`src/rtl/mem_pkg.sv`:
```
// Shared memory-bus definitions: responder FSM states and the default bus widths
// used by the controller, the address mux and the responder.
package mem_pkg;

  localparam int MEM_AWIDTH = 5;
  localparam int MEM_DWIDTH = 8;

  typedef enum logic [1:0] {
    IDLE,
    WAIT,
    RHOLD,
    WHOLD
  } state_t;

endpackage

```
`src/rtl/mem_array.sv`:
```
// 2^AWIDTH x DWIDTH storage: synchronous write port, combinational read port.
// Contents are deliberately not reset so written data survives a bus reset.
module mem_array #(
  parameter int AWIDTH = 5,
  parameter int DWIDTH = 8
) (
  input  logic              clk,
  input  logic              we,
  input  logic [AWIDTH-1:0] waddr,
  input  logic [DWIDTH-1:0] wdata,
  input  logic [AWIDTH-1:0] raddr,
  output logic [DWIDTH-1:0] rdata
);

  logic [DWIDTH-1:0] mem [2**AWIDTH];

  always_ff @(posedge clk) begin
    if (we) begin
      mem[waddr] <= wdata;
    end
  end

  assign rdata = mem[raddr];

endmodule

```
`src/rtl/mem_responder.sv`:
```
// Bus-side memory responder: one write per wr strobe, registered read data one edge after rd
// (plus WAIT_CYCLES wait states, with busy high, when MEM_WAIT_EN is defined); no backpressure.
module mem_responder
  import mem_pkg::*;
#(
  parameter int AWIDTH      = MEM_AWIDTH,
  parameter int DWIDTH      = MEM_DWIDTH,
  parameter int WAIT_CYCLES = 2
) (
  input  logic              clk,
  input  logic              rst_n,
  input  logic [AWIDTH-1:0] addr,
  input  logic              rd,
  input  logic              wr,
  input  logic [DWIDTH-1:0] data_in,
  output logic [DWIDTH-1:0] data_out,
  output logic              data_valid,
  output logic              busy,
  output logic              err
);

  state_t            state_q, state_d;
  logic [AWIDTH-1:0] addr_q, addr_d;
  logic [DWIDTH-1:0] data_out_q, data_out_d;
  logic              data_valid_q, data_valid_d;
  logic              busy_q, busy_d;
  logic              err_q, err_d;
  logic              mem_we;
  logic [AWIDTH-1:0] rd_addr;
  logic [DWIDTH-1:0] rd_data;

`ifdef MEM_WAIT_EN
  localparam bit USE_WAIT = (WAIT_CYCLES > 0);
  localparam int CW = (WAIT_CYCLES > 0) ? $clog2(WAIT_CYCLES + 1) : 1;
  localparam logic [CW-1:0] CNT_LOAD = CW'((WAIT_CYCLES > 0) ? WAIT_CYCLES - 1 : 0);
  logic [CW-1:0] cnt_q, cnt_d;
`else
  logic unused_wait;
  assign unused_wait = (WAIT_CYCLES != 0);
`endif

  // A new read samples the live bus address; wait states use the latched copy.
  assign rd_addr = (state_q == IDLE) ? addr : addr_q;

  mem_array #(
    .AWIDTH (AWIDTH),
    .DWIDTH (DWIDTH)
  ) u_mem_array (
    .clk   (clk),
    .we    (mem_we),
    .waddr (addr),
    .wdata (data_in),
    .raddr (rd_addr),
    .rdata (rd_data)
  );

  always_comb begin
    state_d      = state_q;
    addr_d       = addr_q;
    data_out_d   = data_out_q;
    data_valid_d = data_valid_q;
    busy_d       = busy_q;
    err_d        = err_q;
    mem_we       = 1'b0;
`ifdef MEM_WAIT_EN
    cnt_d        = cnt_q;
`endif
    case (state_q)
      IDLE: begin
        if (rd && wr) begin
          err_d = 1'b1;
        end else if (rd) begin
          addr_d = addr;
`ifdef MEM_WAIT_EN
          if (USE_WAIT) begin
            cnt_d   = CNT_LOAD;
            busy_d  = 1'b1;
            state_d = WAIT;
          end else begin
            data_out_d   = rd_data;
            data_valid_d = 1'b1;
            state_d      = RHOLD;
          end
`else
          data_out_d   = rd_data;
          data_valid_d = 1'b1;
          state_d      = RHOLD;
`endif
        end else if (wr) begin
          mem_we  = 1'b1;
          state_d = WHOLD;
        end
      end
`ifdef MEM_WAIT_EN
      WAIT: begin
        if (wr) begin
          err_d = 1'b1;
        end
        if (!rd) begin
          busy_d  = 1'b0;
          state_d = IDLE;
        end else if (cnt_q == '0) begin
          data_out_d   = rd_data;
          data_valid_d = 1'b1;
          busy_d       = 1'b0;
          state_d      = RHOLD;
        end else begin
          cnt_d = cnt_q - CW'(1);
        end
      end
`endif
      RHOLD: begin
        if (wr) begin
          err_d = 1'b1;
        end
        if (!rd) begin
          data_valid_d = 1'b0;
          state_d      = IDLE;
        end
      end
      WHOLD: begin
        if (rd) begin
          err_d = 1'b1;
        end
        if (!wr) begin
          state_d = IDLE;
        end
      end
      default: state_d = IDLE;
    endcase
  end

  always_ff @(posedge clk or negedge rst_n) begin
    if (!rst_n) begin
      state_q      <= IDLE;
      addr_q       <= '0;
      data_out_q   <= '0;
      data_valid_q <= 1'b0;
      busy_q       <= 1'b0;
      err_q        <= 1'b0;
    end else begin
      state_q      <= state_d;
      addr_q       <= addr_d;
      data_out_q   <= data_out_d;
      data_valid_q <= data_valid_d;
      busy_q       <= busy_d;
      err_q        <= err_d;
    end
  end

`ifdef MEM_WAIT_EN
  always_ff @(posedge clk or negedge rst_n) begin
    if (!rst_n) begin
      cnt_q <= '0;
    end else begin
      cnt_q <= cnt_d;
    end
  end
`endif

  assign data_out   = data_out_q;
  assign data_valid = data_valid_q;
  assign busy       = busy_q;
  assign err        = err_q;

endmodule

```
`config.mk`:
```
export PLATFORM = sky130hd
export DESIGN_NAME = mem_responder
export DESIGN_NICKNAME = d
export VERILOG_FILES = /design/src/rtl/mem_pkg.sv /design/src/rtl/mem_array.sv /design/src/rtl/mem_responder.sv
export SDC_FILE = /design/constraint.sdc
export NUM_CORES = 1
export LEC_CHECK = 0
export BUFFER_PORTS_ARGS = -buffer_cell sky130_fd_sc_hd__buf_4
export CORE_AREA = 4 4 138 173
export DETAILED_ROUTE_END_ITERATION = 12
export DIE_AREA = 0 0 142 177
export PLACE_DENSITY = 0.66
export REMOVE_ABC_BUFFERS = 1
export SYNTH_ARGS = -nofsm -noshare
export SYNTH_HDL_FRONTEND = slang
export SYNTH_SLANG_ARGS = --single-unit
```
`constraint.sdc`:
```
create_clock -name clk -period 3.2 [get_ports clk]
set_clock_uncertainty 0.05 [all_clocks]
set_input_delay 0.64 -clock clk [delete_from_list [all_inputs] [get_ports clk]]
set_output_delay 0.64 -clock clk [all_outputs]
set_load 0.005 [all_outputs]
```
==> flow_summary.toml <==
[status]
run_status = "complete, no violations"

[synthesis]
synth-seq-area-share_pct = 73.6
ys_seq_elements = 272
yosys.area.top_type = "edfxtp_1"
synth_cells = 712
ys_warn_count = 0
yosysTopAreaCellShare_pct = 69.9
synth_most_common_cell = "edfxtp_1"
synthTopCellsByCount = "edfxtp_1 (256), mux2i_1 (74), nor2_1 (68)"
synth-edff-count = 256
synth_ff_type = "edfxtp_1"
avgSynthCellArea_um2 = 15.4
ys_async_sr_fraction_pct = 5.88
netlist_area_mm2 = 0.0110
synth_area_leaders = "edfxtp_1 (70%), mux2i_1 (6.7%), dfrtp_1 (3.6%)"
synth_cell_type_count = 48

[worst_setup_path]
cp_data_arrival_time_ps = 3440
worst-r2r-setup-slack_ps = 160
reg2reg_to = "data_out[6]$_DFFE_PN0P_"
rr_worst_depth = 8
startpoint_type = "flop"
crit_start = "state_q[1]$_DFFE_PN0P_"
cp-end-kind = "flop"
critPathRequiredTime_ps = 3600
r2r-start = "state_q[1]$_DFFE_PN0P_"
setup.worst_path.class = "reg2reg"
path_max_fanout = 36

[routing]
vias = 6453
via_per_inst = 6.02
final_antenna_net_count = 0
drt-initial-drc-count = 588
wirelength_um = 26200
post_drt_wl_per_cell_um = 24.4
first_pass_iters = 5
drc_errors = 0

[clock_tree]
numClockSinks = 272
clockBufferDepth = 3
clock_latency_ps = 530
cts_root_buffer = "clkbuf_16"
htreeDepth = 1
cts_setup_buffers = 0
path_clk_slew_ps = 60
cts_tree = "built"
cts_buffers = 26
cts_resized = 0

[grt]
gr-usage-all-layers_pct = 21.0
busiest_layer = "met2"
grtUsageMet3_pct = 3.46
grt_max_degree = 37
use_met2_pct = 36.1
grtUsageMet1_pct = 25.5
grt_pass1_wl_um = 39600
antenna_found_initial = 0
overflow = 0
grt_pass1_vias = 6705

[min_path]
hold_end = "state_q[1]$_DFFE_PN0P_"
min_from = "rd"
hp-class = "in2reg"
worstHoldPathCells = 2

[sta]
worst_pin_slew_ps = 847
min_period_ps = 3040
fmax_mhz = 329
hold_violations = 0
slew_headroom_pct = 43.3
setup_violations = 0
finalCritPeriodShare_pct = 95.0
grt_setup_unrepaired = "no"
slew_viol_final = 0
setup-tns-final_ps = 0

[power]
combPwrFrac_pct = 16.4
p_sw_share_pct = 26.4
peakVddDrop_mv = 0.504
powerDensity_mw_per_mm2 = 679
p_leak_uw = 0.00438
power_frac_clock_pct = 35.8
seq_power_share_pct = 47.8
p_int_uw = 6280
p_switching_uw = 2260
power_uw = 8540

[placed_design]
hpwl_um = 17200
io_buffers = 26
globalplace.congestion = 0.833

[final_layout]
nets = 786
antenna_cells = 0
drive_above_1_share_pct = 16.2
area_delta_synth_final_pct = 14.3

[floorplanning]
start_util_pct = 49.5
die_area_mm2 = 0.0251
die_h_um = 177
io_pins = 28
die_w_um = 142
rows = 61
coreArea_mm2 = 0.0222

[run]
cap_violations = 0
-- sequential cells by signal, indices dropped and copies added (netlist names) --
name,cells
u_mem_array.mem,256
data_out,8
addr_q,4
state_q,2
data_valid,1
err,1
-- logic make-up after synthesis --
logic type / Yosys count / share of synthesized area [%]
flip-flops: 272 / 73.6
multiplexers: 78 / 7.25
buffers and inverters: 46 / 2.17
AND/OR/NAND/NOR: 184 / 8.06
other: 1 / 0.0341
AO/OA/AOI/OAI: 131 / 8.93
-- layout make-up --
class / count / area (µm²)
fillers: 1707 / 9640
flip-flops and latches: 272 / 8090
clock inverters: 18 / 166
well taps: 283 / 354
clock buffers: 30 / 687
repair buffers: 72 / 581
multi-input cells: 394 / 2680
inverters: 3 / 11.3
-- repair_timing --
action | CTS | global route
endpoints found under the hold margin | 16 | 0
endpoints found under the setup margin | 0 | 0
hold buffers | 1 | 0
-- critical path, stage by stage (launching register included) --
cell and delay, ps:
dfrtp_1 420, buf_4 190, or3b_1 580, nand2_2 440, buf_12 280, nand2_1 80
a221oi_1 440, nor3_1 210, a211oi_2 240
-- how the worst max path moves through the flow --
stage | end | cells after the start
2_1_floorplan | data_out[0]$_DFFE_PN0P_ | 6
3_3_place_gp | data_out[3]$_DFFE_PN0P_ | 8
3_5_place_dp | data_out[3]$_DFFE_PN0P_ | 8
4_1_cts | data_out[5]$_DFFE_PN0P_ | 8
5_1_grt | data_out[3]$_DFFE_PN0P_ | 8
6_report | data_out[6]$_DFFE_PN0P_ | 8
-- through the flow --
step                      area (µm²)  std cells  hold WS, ps  util, %  worst slack, ps
after floorplan                10800        669          294        -              311
after global placement         11700       1023          423     52.7              102
after detailed placement       11700       1023          413     52.7             78.1
after CTS                      12600       1072          301     56.6              225
after global routing           12600       1072          307     56.6             20.5
final                          12600       1072          305     56.6              160
-- power by group through the flow --
stage	registers (µW)	clock network, µW	logic (µW)
floorplan	4110	0	785
global placement	4150	0	1360
detailed placement	4150	0	1390
CTS	4080	3100	1400
global route	4080	3260	1490
finish	4080	3060	1400
-- routing by layer --
layer  vias up  share of wire (%)
li1       2905                  -
met1      3223                 38
met2       260                 51
met3        65                5.9
met4         0                5.2
met5         -                  0
-- layout by cell type, fill, tap and decap left out, types with 9 or more instances in the layout --
cell,count
a211oi_1,30
a21oi_1,16
a221oi_1,11
a31oi_1,16
and3_1,25
buf_4,68
clkbuf_16,27
dfrtp_1,16
edfxtp_1,256
mux2i_1,74
nand2_1,46
nand3_1,9
nor2_1,68
nor3_1,9
o221ai_1,16
Power figures use the tool's default switching activity.
